<file path="config.mk">
export PLATFORM = sky130hd
export DESIGN_NAME = serial_eq_cmp_flat
export DESIGN_NICKNAME = d
export VERILOG_FILES = /design/src/rtl/cmp_pkg.sv /design/src/rtl/serial_eq_cmp_if.sv /design/src/rtl/serial_eq_cmp_xnor_nand.sv /design/src/rtl/serial_eq_cmp.sv /design/src/flat_wrapper.sv
export SDC_FILE = /design/constraint.sdc
export NUM_CORES = 1
export LEC_CHECK = 0
export BUFFER_PORTS_ARGS = -buffer_cell sky130_fd_sc_hd__buf_2
export CAP_MARGIN = 20
export CORE_AREA = 2 2 54 56
export DETAILED_ROUTE_END_ITERATION = 16
export DIE_AREA = 0 0 56 58
export PLACE_DENSITY = 0.46
export SETUP_SLACK_MARGIN = 0.5
export SLEW_MARGIN = 25
export SYNTH_ARGS = -nofsm -noshare
export SYNTH_HDL_FRONTEND = slang
export SYNTH_HIERARCHICAL = 1
export SYNTH_SLANG_ARGS = --single-unit
</file>
<file path="constraint.sdc">
create_clock -name clk -period 2.7 [get_ports clk]
set_input_delay 0.135 -clock clk [delete_from_list [all_inputs] [get_ports clk]]
set_output_delay 0.135 -clock clk [all_outputs]
set_load 0.005 [all_outputs]
</file>
<file path="src/rtl/cmp_pkg.sv">
// Shared definitions for the bit-serial equality comparator.
//   state_t : FSM state encoding (IDLE / SHIFT / DONE)
//   cw_of() : width of counters and indices able to hold 0..width
package cmp_pkg;

  typedef enum logic [1:0] {
    S_IDLE  = 2'd0,
    S_SHIFT = 2'd1,
    S_DONE  = 2'd2
  } state_t;

  function automatic int cw_of(input int width);
    return $clog2(width + 1);
  endfunction

endpackage

</file>
<file path="src/rtl/serial_eq_cmp_if.sv">
// Handshake and result bundle of serial_eq_cmp.
//   master : drives start / bit_valid / a_bit / b_bit, receives results
//   slave  : the comparator side
//   start, bit_valid, a_bit, b_bit : request side (1 bit each)
//   busy, done, equal              : status (1 bit each)
//   mismatch_cnt, first_idx        : results, CW bits each
interface serial_eq_cmp_if
  import cmp_pkg::*;
#(
  parameter int WIDTH = 8
) ();

  localparam int CW = cw_of(WIDTH);

  logic          start;
  logic          bit_valid;
  logic          a_bit;
  logic          b_bit;
  logic          busy;
  logic          done;
  logic          equal;
  logic [CW-1:0] mismatch_cnt;
  logic [CW-1:0] first_idx;

  modport master (
    output start, bit_valid, a_bit, b_bit,
    input  busy, done, equal, mismatch_cnt, first_idx
  );

  modport slave (
    input  start, bit_valid, a_bit, b_bit,
    output busy, done, equal, mismatch_cnt, first_idx
  );

endinterface

</file>
<file path="src/rtl/serial_eq_cmp_xnor_nand.sv">
// 1-bit equivalence s = ~(a ^ b) built purely from two-input NAND gates.
//   s : out, 1 when a and b are equal
//   a : in, operand bit
//   b : in, operand bit
module xnor_nand (
  output logic s,
  input  logic a,
  input  logic b
);

  logic n_ab;
  logic n_a;
  logic n_b;
  logic x_ab;

  // Classic four-NAND XOR, then a NAND wired as inverter for the XNOR.
  nand g_ab (n_ab, a, b);
  nand g_a  (n_a, a, n_ab);
  nand g_b  (n_b, b, n_ab);
  nand g_x  (x_ab, n_a, n_b);
  nand g_s  (s, x_ab, x_ab);

endmodule

</file>
<file path="src/rtl/serial_eq_cmp.sv">
// Bit-serial word equality comparator. Takes one (a_bit, b_bit) pair per
// cycle with bit_valid, LSB first, for WIDTH pairs; then pulses done and
// presents equality, mismatch count and index of the first mismatch.
//   clk   : rising-edge clock
//   rst_n : asynchronous active-low reset
//   bus   : serial_eq_cmp_if slave (start, bit_valid, a_bit, b_bit in;
//           busy, done, equal, mismatch_cnt, first_idx out)
module serial_eq_cmp
  import cmp_pkg::*;
#(
  parameter int WIDTH = 8
) (
  input  logic            clk,
  input  logic            rst_n,
  serial_eq_cmp_if.slave  bus
);

  localparam int CW = cw_of(WIDTH);
  localparam logic [CW-1:0] NO_MISS  = CW'(WIDTH);      // "no mismatch" code
  localparam logic [CW-1:0] LAST_BIT = CW'(WIDTH - 1);

  state_t        state_reg,        state_next;
  logic [CW-1:0] bit_cnt_reg,      bit_cnt_next;
  logic [CW-1:0] mismatch_cnt_reg, mismatch_cnt_next;
  logic [CW-1:0] first_idx_reg,    first_idx_next;
  logic          eq_acc_reg,       eq_acc_next;
  logic          equal_reg,        equal_next;
  logic          eq;

  xnor_nand u_eq (
    .s (eq),
    .a (bus.a_bit),
    .b (bus.b_bit)
  );

  always_ff @(posedge clk or negedge rst_n) begin
    if (!rst_n) begin
      state_reg        <= S_IDLE;
      bit_cnt_reg      <= '0;
      mismatch_cnt_reg <= '0;
      first_idx_reg    <= '0;
      eq_acc_reg       <= 1'b0;
      equal_reg        <= 1'b0;
    end else begin
      state_reg        <= state_next;
      bit_cnt_reg      <= bit_cnt_next;
      mismatch_cnt_reg <= mismatch_cnt_next;
      first_idx_reg    <= first_idx_next;
      eq_acc_reg       <= eq_acc_next;
      equal_reg        <= equal_next;
    end
  end

  always_comb begin
    state_next        = state_reg;
    bit_cnt_next      = bit_cnt_reg;
    mismatch_cnt_next = mismatch_cnt_reg;
    first_idx_next    = first_idx_reg;
    eq_acc_next       = eq_acc_reg;
    equal_next        = equal_reg;

    case (state_reg)
      S_IDLE, S_DONE: begin
        // bit_valid is ignored here, even alongside start.
        if (bus.start) begin
          state_next        = S_SHIFT;
          bit_cnt_next      = '0;
          mismatch_cnt_next = '0;
          first_idx_next    = NO_MISS;
          eq_acc_next       = 1'b1;
          equal_next        = 1'b0;  // equal reads 0 while shifting
        end else if (state_reg == S_DONE) begin
          state_next = S_IDLE;
        end
      end

      S_SHIFT: begin
        if (bus.bit_valid) begin
          if (!eq) begin
            mismatch_cnt_next = mismatch_cnt_reg + 1'b1;
            eq_acc_next       = 1'b0;
            if (first_idx_reg == NO_MISS) begin
              first_idx_next = bit_cnt_reg;
            end
          end
          bit_cnt_next = bit_cnt_reg + 1'b1;
          if (bit_cnt_reg == LAST_BIT) begin
            state_next = S_DONE;
            // Fold in the last pair now so equal is valid during the done cycle.
            equal_next = eq_acc_reg & eq;
          end
        end
      end

      default: state_next = S_IDLE;
    endcase
  end

  assign bus.busy         = (state_reg == S_SHIFT);
  assign bus.done         = (state_reg == S_DONE);
  assign bus.equal        = equal_reg;
  assign bus.mismatch_cnt = mismatch_cnt_reg;
  assign bus.first_idx    = first_idx_reg;

endmodule
</file>
<file path="src/flat_wrapper.sv">
// flat-port wrapper written by rule: the top's interface ports become plain ports
module serial_eq_cmp_flat import cmp_pkg::*;
#(
  parameter int WIDTH = 8
)
  (clk, rst_n, bus_start, bus_bit_valid, bus_a_bit, bus_b_bit, bus_busy, bus_done, bus_equal, bus_mismatch_cnt, bus_first_idx);
  serial_eq_cmp_if #(.WIDTH(WIDTH)) bus_i ();
  input  logic clk;
  input  logic rst_n;
  input wire logic [$bits(bus_i.start)-1:0] bus_start;
  input wire logic [$bits(bus_i.bit_valid)-1:0] bus_bit_valid;
  input wire logic [$bits(bus_i.a_bit)-1:0] bus_a_bit;
  input wire logic [$bits(bus_i.b_bit)-1:0] bus_b_bit;
  output wire logic [$bits(bus_i.busy)-1:0] bus_busy;
  output wire logic [$bits(bus_i.done)-1:0] bus_done;
  output wire logic [$bits(bus_i.equal)-1:0] bus_equal;
  output wire logic [$bits(bus_i.mismatch_cnt)-1:0] bus_mismatch_cnt;
  output wire logic [$bits(bus_i.first_idx)-1:0] bus_first_idx;
  assign bus_i.start = bus_start;
  assign bus_i.bit_valid = bus_bit_valid;
  assign bus_i.a_bit = bus_a_bit;
  assign bus_i.b_bit = bus_b_bit;
  assign bus_busy = bus_i.busy;
  assign bus_done = bus_i.done;
  assign bus_equal = bus_i.equal;
  assign bus_mismatch_cnt = bus_i.mismatch_cnt;
  assign bus_first_idx = bus_i.first_idx;
  serial_eq_cmp #(.WIDTH(WIDTH)) u_core (.clk(clk), .rst_n(rst_n), .bus(bus_i));
endmodule
</file>
==> results.json, run 1 <==
{
  "drv_slew": 0,
  "die_x_um": 56,
  "clk_path_buf_depth": 2,
  "synthXorXnorAreaFrac_pct": 1.15,
  "synthToLayoutAreaGrowth_pct": 20.6,
  "grt.total_usage_pct": 10.1,
  "fin_util_pct": 34.6,
  "portBuffers": 16,
  "fp-row-count": 19,
  "cts_tree": "yes",
  "syn-num-nets": 74,
  "place_area_um2": 876,
  "crit_path_max_fanout": 15,
  "power.total_uw": 876,
  "synth_compound_area_share_pct": 8.67,
  "met2_length_um": 685,
  "cpLargestDelayFamily": "simple AND/OR/NAND/NOR gates",
  "drc": 0,
  "cp.arrival_ps": 1490,
  "syn_area_per_cell_um2": 11.6,
  "cts.sinks": 16,
  "firstDrtPassIters": 4,
  "synth.distinct_cells": 24,
  "grt_pass1_vias": 565,
  "vdd_drop_max_v": 0.000402,
  "chipHeight_um": 58,
  "clock_skew_ps": 3.79,
  "ant_nets": 0,
  "met3_length_um": 71,
  "worstMarginPinSlew_ps": 529,
  "dr.first_iter.drc_count": 19,
  "cp-end-kind": "register",
  "yosys_warnings": 6,
  "wl_per_cell_um": 12.4,
  "fin_setup_tns_ps": 0,
  "slowest_stage": "dfrtp_1",
  "crit_path_start_kind": "register",
  "synth_fa_ha_area_share_pct": 3.27,
  "start_util_pct": 28.7,
  "slew-limit-headroom_pct": 64.7,
  "cts.clk_slew.worst_paths_ps": 100,
  "worstHoldPathType": "primary input to register",
  "finalCritPeriodShare_pct": 49.4,
  "yosysTopAreaCellShare_pct": 52.4,
  "diodes": 0,
  "syn_inst": 66,
  "worstPathRequired_ps": 2860,
  "synthMuxAreaShare_pct": 5.24,
  "worstSetupPathType": "register to register",
  "fin_nets": 95,
  "dr_total_vias": 570,
  "path_cells": "nand2b_1, nor2b_1, a21oi_1",
  "nFillCells": 289,
  "cts_buffers": 3,
  "power_density_nw_per_um2": 949,
  "fin_area_um2": 922,
  "ys_ff_latch": 16,
  "grt_max_degree": 17,
  "htree_levels": 1,
  "drive_gt1_share_pct": 27.9,
  "postCtsSetupRepairBufs": 0,
  "dp_hpwl_um": 1070,
  "setup_viol": 0,
  "rsz0062_at_grt": "false",
  "final_hold_viol_count": 0,
  "cp_slowest_stage_delay_ps": 480,
  "place_congestion": 0.699,
  "status": "completed",
  "p_leak_uw": 0.000450,
  "synth_top_family_by_area": "simple AND/OR/NAND/NOR gates",
  "fmax_ghz": 0.749,
  "cts_resized": 0,
  "antenna_found_initial": 0,
  "synth_top_cell_by_area": "dfrtp_1",
  "synthesis.area_um2": 764,
  "dieArea_um2": 3250,
  "coreArea_um2": 2660,
  "drt-met1-wl_um": 681,
  "highest_layer": "met4",
  "synth_area_leaders": "dfrtp_1, mux2i_1, nand3_1, nand2_1, nand4bb_4",
  "vias_per_cell": 4.87,
  "synthSimpleGateAreaFrac_pct": 27.3,
  "r2r_setup_slack_ps": 1370,
  "wl_um": 1450,
  "cts_root_buf": "clkbuf_4",
  "fin_crit_ps": 1330,
  "critPathBufInv": 0,
  "insertion_delay_ps": 280,
  "ys_seq_area_share_pct": 52.4,
  "fin_hold_ws_ps": 164,
  "pin_count": 17,
  "gr-total-overflow": 0,
  "maxCapViolations": 0,
  "grt_pass1_wl_um": 2550
}
-- layout make-up --
type / instances / area, µm² / share of cell area [%]
multi-input cells: 47 / 349 / 37.9
repair buffers: 17 / 90.1 / 9.77
flip-flops and latches: 16 / 400 / 43.4
inverters: 2 / 7.51 / 0.814
well taps: 31 / 38.8 / 4.21
clock buffers: 4 / 36.3 / 3.93
-- where the power goes --
part / switching [µW] / total, µW / internal (µW)
sequential: 103 / 435 / 332
clock: 74.0 / 156 / 81.9
combinational: 140 / 284 / 145
-- per-stage QoR --
step / instances / setup WS (ps)
6_report: 117 / 1370
3_5_place_dp: 112 / 1370
2_1_floorplan: 66 / 1510
3_3_place_gp: 112 / 1400
4_1_cts: 117 / 1350
5_1_grt: 117 / 1230
-- synthesized netlist by cell type (all sizes together) --
| cell type | n |
|---|---|
| dfrtp | 16 |
| o31ai | 1 |
| and4bb | 1 |
| nor4 | 1 |
| nand3b | 1 |
| nand2 | 9 |
| nand4bb | 1 |
| buf | 1 |
| a21oi | 1 |
| inv | 2 |
| and2 | 1 |
| o21ai | 4 |
| nand4 | 1 |
| nand4b | 1 |
| nor2b | 2 |
| and2b | 1 |
| nand2b | 3 |
| o211ai | 1 |
| nand3 | 7 |
| ha | 2 |
| a22o | 3 |
| mux2i | 4 |
| xnor2 | 1 |
| and4b | 1 |
-- worst paths after layout --
kind / startpoint / end / depth (start not counted)
worst min register to register: u_core/bus.mismatch_cnt[3] / u_core/bus.mismatch_cnt[3] / 1
min in group asynchronous: rst_n / u_core/state_reg[1] / 2
max in group asynchronous: rst_n / u_core/bit_cnt_reg[3] / 2
worst max register to register: u_core/state_reg[0] / u_core/bus.first_idx[3] / 3
worst min-delay path: bus_bit_valid / u_core/bit_cnt_reg[1] / 3
worst max-delay path: u_core/state_reg[0] / u_core/bus.first_idx[3] / 3
-- cell usage in the layout (no fill, tap or decap) --
| cell | instances |
|---|---|
| buf_2 | 16 |
| nand4b_1 | 1 |
| o31ai_1 | 1 |
| and2_1 | 1 |
| xnor2_1 | 1 |
| o211ai_1 | 1 |
| dlygate4sd3_1 | 1 |
| nand2b_1 | 3 |
| clkbuf_4 | 3 |
| nand4_1 | 1 |
| a21oi_1 | 1 |
| inv_1 | 2 |
| and2b_2 | 1 |
| nand4bb_4 | 1 |
| nand3b_1 | 1 |
| mux2i_1 | 4 |
| o21ai_0 | 4 |
| nor4_4 | 1 |
| nand3_1 | 7 |
| and4bb_2 | 1 |
| ha_1 | 2 |
| dfrtp_1 | 16 |
| and4b_1 | 1 |
| clkbuf_8 | 1 |
| nor2b_1 | 2 |
| a22o_1 | 3 |
| nand2_1 | 9 |
-- layer usage --
metal,global-route usage (%),vias to the layer above
li1,-,278
met1,12.9,279
met2,15.8,11
met3,2.46,2
met4,5.44,0
met5,0,-
-- worst min-delay path: stages --
cell     delay (ps)
buf_2           140
nand3_1          90
nand2_1          40
-- timing repair --
| item | 4_1_cts | 5_1_grt |
|---|---|---|
| setup endpoints to repair | 0 | 0 |
| hold endpoints to repair | 16 | 0 |
| hold buffers | 1 | 0 |
-- cell families (layout without fill, tap and decap cells) --
group                      Yosys count  count (layout)
adders and majority gates            2               2
buffers and inverters                3              23
muxes                                4               4
xor gates and xnor gates             1               1
DFF                                 16              16
and+or+nand+nor                     30              30
AOI/OAI and AO/OA                   10              10
Note: power is estimated with default switching activity, not from simulation.
==> inputs of run 2 (changes only) <==
PLACE_DENSITY = 0.48   (was 0.46)
clock period = 1.21 ns   (was 2.7 ns; I/O delays follow)
==> run 2 against run 1 <==
  * Wire length rose by 8.1%
  * Clock-buffer cell count unchanged
  * Worst setup slack worse by 1300 ps
==> results.json, run 2 (same netlist as run 1, synthesis figures left out) <==
{
  "grt_pass1_wl_um": 2610,
  "grt_pass1_vias": 584,
  "met2_length_um": 725,
  "cts_root_buf": "clkbuf_4",
  "highest_layer": "met4",
  "maxCapViolations": 0,
  "dieArea_um2": 3250,
  "slew-limit-headroom_pct": 75.3,
  "path_cells": "and2b_2, buf_2",
  "cp_slowest_stage_delay_ps": 460,
  "diodes": 0,
  "cp-end-kind": "output port",
  "place_congestion": 0.773,
  "cts_buffers": 3,
  "antenna_found_initial": 0,
  "die_x_um": 56,
  "wl_per_cell_um": 12.1,
  "timing.final.ws_setup_ps": 50.1,
  "chipHeight_um": 58,
  "worstHoldPathType": "primary input to register",
  "cp.arrival_ps": 1100,
  "slowest_stage": "dfrtp_2",
  "drc": 0,
  "gr-total-overflow": 0,
  "met3_length_um": 60,
  "portBuffers": 16,
  "status": "completed",
  "synthToLayoutAreaGrowth_pct": 39.4,
  "worstSetupPathType": "register to output port",
  "rsz0062_at_grt": "true",
  "firstDrtPassIters": 6,
  "post-place-cells": 115,
  "r2r_cells": 3,
  "crit_path_max_fanout": 7,
  "fin_setup_tns_ps": 0,
  "power_density_nw_per_um2": 2120,
  "multi_input_comb_area_um2": 384,
  "vdd_drop_max_v": 0.00123,
  "drive_gt1_share_pct": 46.5,
  "htree_levels": 1,
  "grt.total_usage_pct": 10.4,
  "clk_path_buf_depth": 2,
  "fp-row-count": 19,
  "crit_cells": 2,
  "mostFrequentLayoutCells": "buf_2, dfrtp_1, buf_4",
  "dp_hpwl_um": 1160,
  "pre_cts_slack_ps": 46.3,
  "grt_max_degree": 17,
  "instances_no_fill": 130,
  "fin_util_pct": 40.0,
  "nFillCells": 274,
  "pin_count": 17,
  "fin_nets": 108,
  "drv_slew": 0,
  "start_util_pct": 28.7,
  "regArea_um2": 402,
  "cts.clk_slew.worst_paths_ps": 90,
  "drt-met1-wl_um": 770,
  "coreArea_um2": 2660,
  "cpLargestDelayFamily": "flip-flops",
  "fmax_ghz": 0.862,
  "p_leak_uw": 0.000529,
  "power.total_uw": 2260,
  "ant_nets": 0,
  "dr.first_iter.drc_count": 3,
  "vias_per_cell": 4.83,
  "clock_skew_ps": 7.67,
  "final_hold_viol_count": 0,
  "finalCritPeriodShare_pct": 95.9,
  "worstPathRequired_ps": 1150,
  "dr_total_vias": 628,
  "fin_crit_ps": 1160,
  "cts_tree": "yes",
  "cts.sinks": 16,
  "critPathBufInv": 1,
  "hold_depth": 3,
  "crit_path_start_kind": "register",
  "wl_um": 1570,
  "setup_viol": 0,
  "insertion_delay_ps": 280,
  "worstMarginPinSlew_ps": 371
}
==> run 2: metrics by stage <==
step | cell area (µm²) | hold slack (ps)
global placement | 922 | 1.54
floorplan | 792 | -235
detailed placement | 922 | -1.27
global route | 1070 | 97.3
CTS | 1020 | 88.5
finish | 1070 | 93.2
==> run 2: timing repair <==
item,in CTS,in global routing
hold endpoints to repair,16,0
pin swaps,8,4
hold buffers,1,0
gates resized for setup,6,5
endpoints found under the setup margin,27,27
setup buffers,6,4
gates cloned,0,0
==> run 2: final timing paths <==
path	slack [ps]	startpoint	to
worst max-delay path	50	u_core/state_reg[0]	bus_done
worst min-delay path	90	bus_bit_valid	u_core/bit_cnt_reg[1]
worst max register to register	50	u_core/state_reg[1]	u_core/bus.first_idx[3]
worst min register to register	500	u_core/eq_acc_reg	u_core/eq_acc_reg
max in group asynchronous	710	rst_n	u_core/state_reg[0]
min in group asynchronous	220	rst_n	u_core/bus.equal
==> run 2: worst reg2reg max path, delay by kind of cell (launching register included) <==
kind	cells	cell delay [ps]
simple gates	2	490
flops	1	420
compound gates	1	110
==> run 2: where the power goes <==
part | internal [µW] | total, µW | switching (µW)
Clock | 128 | 285 | 158
Sequential | 743 | 958 | 215
Combinational | 588 | 1010 | 424
Total | 1460 | 2260 | 796
==> run 2: layout make-up <==
class,instances,share of cell area [%]
clock buffer,4,2.46
inverter,2,0.939
multi-input combinational,47,36.0
sequential,16,37.7
tap,31,3.64
timing repair buffer,30,19.2
==> run 2: routing by layer <==
metal	GRT usage, %	up-vias
li1	-	308
met1	14.5	308
met2	15.1	10
met3	1.79	2
met4	6.12	0
met5	0	-
